[config.mk]
export PLATFORM = sky130hd
export DESIGN_NAME = fetch_unit
export DESIGN_NICKNAME = d
export VERILOG_FILES = /design/src/rtl/fetch_unit.sv
export SDC_FILE = /design/constraint.sdc
export NUM_CORES = 1
export LEC_CHECK = 0
export BUFFER_PORTS_ARGS = -buffer_cell sky130_fd_sc_hd__buf_2
export CORE_MARGIN = 1.5
export CORE_UTILIZATION = 43
export CTS_BUF_LIST = sky130_fd_sc_hd__clkbuf_4
export DETAILED_ROUTE_END_ITERATION = 10
export GPL_TIMING_DRIVEN = 0
export MAX_ROUTING_LAYER = met4
export PLACE_DENSITY = 0.77
export SETUP_SLACK_MARGIN = 0.05
export SLEW_MARGIN = 20
export SYNTH_ARGS = -nofsm -noshare
export SYNTH_HDL_FRONTEND = slang
export SYNTH_SLANG_ARGS = --single-unit
[constraint.sdc]
create_clock -name i_clk -period 1.7 [get_ports i_clk]
set_input_delay 0.34 -clock i_clk [delete_from_list [all_inputs] [get_ports i_clk]]
set_output_delay 0.34 -clock i_clk [all_outputs]
set_load 0.05 [all_outputs]
[src/rtl/fetch_unit.sv]
// Instruction fetch stage: owns the program counter, addresses an
// asynchronous-read program ROM, registers the returned word and hands it
// to decode over a valid/ready handshake. Start/halt control and branch
// redirects steer the PC.
module fetch_unit #(
  parameter int          ADDR_W   = 3,
  parameter int          DATA_W   = 16,
  parameter int unsigned RESET_PC = 0
) (
  input  logic              i_clk,
  input  logic              i_rst_n,
  input  logic              i_start,
  input  logic              i_halt_req,
  input  logic              i_branch_en,
  input  logic [ADDR_W-1:0] i_branch_target,
  output logic [ADDR_W-1:0] o_rom_addr,
  input  logic [DATA_W-1:0] i_rom_data,
  output logic [DATA_W-1:0] o_inst_out,
  output logic [ADDR_W-1:0] o_inst_pc,
  output logic              o_inst_valid,
  input  logic              i_inst_ready,
  output logic              o_running
);

  localparam logic [ADDR_W-1:0] LP_RESET_PC = ADDR_W'(RESET_PC);

  typedef enum logic [1:0] {
    S_IDLE = 2'd0,
    S_RUN  = 2'd1,
    S_HALT = 2'd2
  } state_t;

  state_t              r_state;
  state_t              w_next_state;
  logic [ADDR_W-1:0]   r_pc;
  logic [DATA_W-1:0]   r_inst_out;
  logic [ADDR_W-1:0]   r_inst_pc;
  logic                r_inst_valid;
  logic                r_running;

  logic                w_in_run;
  logic                w_accept;
  logic                w_branch;
  logic                w_restart;
  logic                w_fetch;

  // State register
  always_ff @(posedge i_clk or negedge i_rst_n) begin
    if (!i_rst_n) begin
      r_state <= S_IDLE;
    end else begin
      r_state <= w_next_state;
    end
  end

  // Next-state logic: start always lands in RUN and beats halt_req
  always_comb begin
    w_next_state = r_state;
    case (r_state)
      S_IDLE: begin
        if (i_start) w_next_state = S_RUN;
      end
      S_RUN: begin
        if (i_start)         w_next_state = S_RUN;
        else if (i_halt_req) w_next_state = S_HALT;
      end
      S_HALT: begin
        if (i_start) w_next_state = S_RUN;
      end
      default: w_next_state = S_IDLE;
    endcase
  end

  // Control decode: a branch in RUN outranks start; fetch only when nothing
  // else claims the cycle and the output slot is free or draining
  always_comb begin
    w_in_run  = (r_state == S_RUN);
    w_accept  = r_inst_valid & i_inst_ready;
    w_branch  = w_in_run & i_branch_en;
    w_restart = i_start & ~w_branch;
    w_fetch   = w_in_run & ~i_branch_en & ~i_start & ~i_halt_req &
                (~r_inst_valid | i_inst_ready);
  end

  // Program counter: branch target, restart vector or sequential increment
  always_ff @(posedge i_clk or negedge i_rst_n) begin
    if (!i_rst_n) begin
      r_pc <= LP_RESET_PC;
    end else if (w_branch) begin
      r_pc <= i_branch_target;
    end else if (w_restart) begin
      r_pc <= LP_RESET_PC;
    end else if (w_fetch) begin
      r_pc <= r_pc + ADDR_W'(1);
    end
  end

  // Output slot: flushed by branch/restart, filled on fetch, emptied on accept
  always_ff @(posedge i_clk or negedge i_rst_n) begin
    if (!i_rst_n) begin
      r_inst_valid <= 1'b0;
      r_inst_out   <= '0;
      r_inst_pc    <= '0;
    end else begin
      if (w_branch || w_restart) begin
        r_inst_valid <= 1'b0;
      end else if (w_fetch) begin
        r_inst_valid <= 1'b1;
      end else if (w_accept) begin
        r_inst_valid <= 1'b0;
      end
      if (w_fetch) begin
        r_inst_out <= i_rom_data;
        r_inst_pc  <= r_pc;
      end
    end
  end

  // Running flag registered alongside the state transition
  always_ff @(posedge i_clk or negedge i_rst_n) begin
    if (!i_rst_n) begin
      r_running <= 1'b0;
    end else begin
      r_running <= (w_next_state == S_RUN);
    end
  end

  assign o_rom_addr   = r_pc;
  assign o_inst_out   = r_inst_out;
  assign o_inst_pc    = r_inst_pc;
  assign o_inst_valid = r_inst_valid;
  assign o_running    = r_running;

endmodule

Word level (Yosys, flattened, before mapping):

Index checks and enable logic that the tools add are counted.
W data, S select, Z words.

* register bits: 26
* latch bits: 0
* bits in writable memories: 0
* bits in read-only memories: 0
* input bits: 25
* word-level logic and storage cells: 38
* memories: 0

* add/sub/neg operators: 1
* multiply operators: 0
* div/mod/pow operators: 0
* magnitude comparators: 0
* equal/unequal tests: 3
* shift operators: 0
* mux-type cells: 10
* bitwise logic cells: 13
* reductions and logical operators: 5

Operator list (count)
* $mux W3: 3
* $and A1 B1 Y1: 7
* $mux W2: 3
* $reduce_bool A3 Y1: 2
* $not A1 Y1: 5
* $eq A2 B1 Y1 const B: 2
* $pmux W2 S2: 1
* $add A3 B1 Y3 const B: 1
* $mux W1: 3
* $eq A2 B2 Y1 const B: 1
* $logic_not A2 Y1: 1
* $reduce_or A2 Y1: 1
* $logic_or A1 B1 Y1: 1
* $or A1 B1 Y1: 1

Depth between registers and ports, before layout:

* depth after elaboration: 8
* depth in mapped cells: 5

Least setup slack after synthesis:

Ideal clock, no wire load.

* path kind: reg2reg
* start point: register r_state[1]
* end point: register r_pc[0] (netlist: o_rom_addr[0])
* setup time: 0.126 ns
* arrival: 1.663 ns
* slack: -0.089 ns
* stages on the path, launching flop included: 5
* buffers on the path: 1
* period minus slack after synthesis: 1.789 ns
* path through: dfrtp_1 or3b_4 or3_4 buf_6 a221o_1

* longest elaborated chain between the ends: 6
* elaborated cells between the ends (all ways): 11
* those cells by class: eq/ne: 1; mux: 2; bitwise: 7; reduce/logical: 1

RTL lines
* from (decl): RTL line 33 `state_t r_state;`
* from (signal assigned): RTL line 52 `r_state <= w_next_state;`
* $eq A2 B1 Y1 (*): RTL line 77 `w_in_run = (r_state == S_RUN);`
* $and A1 B1 Y1, on equally long branches: RTL line 81, 79
* $and A1 B1 Y1 or $not A1 Y1 (tied branches): RTL line 81, 80
* $and A1 B1 Y1, on equally long branches: RTL line 81, 80
* $and A1 B1 Y1 or $mux W3 (tied branches): RTL line 81, 91
* $reduce_bool A3 Y1 (no source line) or $mux W3 (tied branches)
* to (signal assigned): RTL line 90 `r_pc <= i_branch_target;`
* to (signal assigned): RTL line 94 `r_pc <= r_pc + ADDR_W'(1);`
* to (decl): RTL line 35 `logic [ADDR_W-1:0] r_pc;`

Every way passes the cells marked *; elsewhere a longest branch is shown, timed or not.
A chain may end at the register's enable or synchronous reset.

Worst setup path after layout:

* start point: register r_state[1]
* end point: register r_inst_out[6] (netlist: o_inst_out[6])

* longest elaborated chain between the ends: 5

RTL lines
* $eq A2 B1 Y1: RTL line 77
* $and A1 B1 Y1 (4 in a row): RTL line 81 `w_fetch = w_in_run & ~i_branch_en & ~i_start & ~i_halt_req &`
* to (signal assigned): RTL line 113 `r_inst_out <= i_rom_data;`
* to (decl): RTL line 36 `logic [DATA_W-1:0] r_inst_out;`

Every way passes these cells.

==> results.cfg <==
[timing]
maxSlewHeadroom_pct = 63.59
hold_violations = 26
finalCritPeriodShare_pct = 101.0
setup_slack_ns = -0.01729
rsz0062_at_grt = yes
slew_viol_final = 0
finalClockSkew_ns = 0.001901
fmax_ghz = 0.5823
setup_viol = 11
tightest_slew_ns = 0.5462
period_needed_ns = 1.717
hold-worst-slack_ns = -0.007418

[setup_path]
worstPathCellList = or3b_4, or3_4, buf_6, mux2_2
crit_type = flip-flop to flip-flop
cp_slowest_cell = dfrtp_1
path_max_fanout = 10
cp-start-kind = flip-flop
rrSetupSlack_ns = -0.02
cp-end-kind = flip-flop
cp_data_arrival_time_ns = 1.93
required_ns = 1.91
max_stage_delay_ns = 0.41
crit_buf_inv = 1
crit_family = simple AND/OR/NAND/NOR gates

[floorplan]
die_area_mm2 = 0.002867
rows = 18
die_w_um = 53.55
fp.dieH_um = 53.55
core_area_mm2 = 0.002455
io-pin-count = 49
start_util_pct = 44.75

[yosys]
ys_warn_count = 0
seq_area_frac_synth_pct = 59.23
synth_cells = 77
ys_seq_elements = 26
syn-cell-area_mm2 = 0.001099
syn_nets = 103
synth_top_flop_cell = dfrtp_1
synth_edf_count = 0
ys_async_sr_fraction_pct = 100.0
synth_cell_types = 22
postSynthAreaPerCell_um2 = 14.27

[global_route]
grt_usage_pct = 15.85
grt_pass1_wl_mm = 3.125
grt_max_degree = 27
grt_pass1_vias = 725
globalRouteOverflowTotal = 0
antenna_found_initial = 0

[drt]
drc = 0
post_drt_wl_per_cell_um = 12.61
dr.pass1.iters = 2
avgViaCountPerCell = 4.957
routed_wirelength_mm = 2.056
first_iter_violations = 3
num_vias = 808
ant_nets = 0

[layout]
post-route-util_pct = 59.63
antenna-diode-count = 0
area_growth_pct = 33.26
layout-drive-gt1-share_pct = 60.90
nets = 160

[outcome]
violations = hold timing, setup timing
status = finished with violations

[clock_network]
ctsLongestPathBuffers = 2
htree_levels = 1
numCtsBuffers = 3
cts.sinks = 26
clk_latency_ns = 0.31
clock-root-buffer = clkbuf_4
clkTransAtPathRegs_ns = 0.13
cts_tree = done
cts-hold-fix-buffers = 0

[power]
p_leak_uw = 0.0007456
p_int_uw = 1135
power.share.switching_pct = 45.46
powerDensity_mw_per_mm2 = 1421
p_switching_uw = 945.6
peakVddDrop_uv = 857.5
clkPwrFrac_pct = 12.3
seq_power_share_pct = 40.6
combPwrFrac_pct = 47.1

[worst_hold_path]
hp-class = input port to asynchronous set/reset pin

[place]
gp_congestion = 0.7699
port_buffers = 47
hpwl_mm = 1.522
place_ws_ns = -0.1250

[job]
drv_cap = 0
-- cell type report --
cell class	instances	area, um2
fill	233	991.0
sequential	26	651.9
multi-input combinational	45	412.9
timing repair buffer	52	292.8
tap	30	37.54
buffer	4	35.03
clock buffer	3	22.52
inverter	2	7.507
clock inverter	1	3.754
-- per-stage QoR --
stage	cells	total power, uW	instance area (um2)	hold slack, ns	TNS, ns
finish	163	2080	1464	-0.007418	-0.08019
global route	163	2188	1464	0.02263	-0.4022
global placement	154	1804	1376	0.3563	-1.787
CTS	163	2103	1464	0.003080	-0.08097
detailed placement	154	1829	1376	0.3632	-2.077
floorplan	77	1593	1104	0.04441	0
-- power by group through the flow --
stage	Sequential (uW)	Combinational, uW	Clock (uW)
2_1_floorplan	1410	184	0
3_3_place_gp	852	952	0
3_5_place_dp	863	966	0
4_1_cts	844	991	268
5_1_grt	867	1030	289
6_report	845	980	255
-- kinds of logic (layout without fill, tap and decap cells) --
kind of cell | after synthesis | in the layout | share of synthesized area [%]
flip-flops | 26 | 26 | 59.23
multiplexers | 19 | 19 | 19.48
AND/OR/NAND/NOR | 17 | 17 | 11.50
AO/OA/AOI/OAI | 8 | 8 | 5.240
buffers and inverters | 6 | 62 | 3.417
adder cells (fa/ha/maj) | 1 | 1 | 1.139
-- placed cells by master, fill, tap and decap left out, drive strengths merged --
master  instances
a211oi          1
a21oi           4
a221o           3
and2b           1
and3b           1
and4b           1
buf            54
clkbuf          5
clkinv          1
dfrtp          26
ha              1
inv             2
mux2           19
nand2b          1
nand3           1
nor2            1
nor2b           2
nor3b           3
nor4            2
nor4b           1
or2             1
or3             1
or3b            1
-- state kept, by name, indices dropped and copies added, names as in the netlist --
name          cells
r_state           2
o_running         1
o_rom_addr        3
o_inst_pc         3
o_inst_valid      1
o_inst_out       16
-- synthesized netlist by cell type (all sizes together), types with 2 or more instances --
cell type	n	share of area [%]
dfrtp	26	59
mux2	19	19
a21oi	4	1.8
a221o	3	2.7
nor3b	3	2.0
buf	2	2.0
clkbuf	2	0.68
inv	2	0.68
nor2b	2	1.1
nor4	2	1.1
-- path summary, 6_finish.rpt --
check | to | depth (start not counted) | startpoint
max | o_inst_out[6]$_DFFE_PN0P_ | 4 | r_state[1]$_DFF_PN0_
min | o_inst_out[4]$_DFFE_PN0P_ | 1 | i_rst_n
max reg2reg | o_inst_out[6]$_DFFE_PN0P_ | 4 | r_state[1]$_DFF_PN0_
min reg2reg | o_inst_out[3]$_DFFE_PN0P_ | 1 | o_inst_out[3]$_DFFE_PN0P_
max in group asynchronous | o_inst_valid$_DFFE_PN0P_ | 1 | i_rst_n
min in group i_clk | o_inst_out[13]$_DFFE_PN0P_ | 2 | i_rom_data[13]
-- metal layers --
| layer | wire length (um) | up-vias | global-route usage [%] |
|---|---|---|---|
| met3 | 175 | 2 | 2.778 |
| met2 | 952 | 35 | 23.66 |
| met4 | 6 | 0 | 6.410 |
| met1 | 920 | 379 | 21.53 |
| li1 | - | 392 | - |
| met5 | 0 | - | - |
-- timing repair --
| action | 4_1_cts | 5_1_grt |
|---|---|---|
| setup endpoints to repair | 20 | 21 |
| cloned | 1 | 0 |
| gates resized for setup | 2 | 0 |
| buffers inserted | 4 | 0 |
Note: power is estimated with default switching activity, not from simulation.
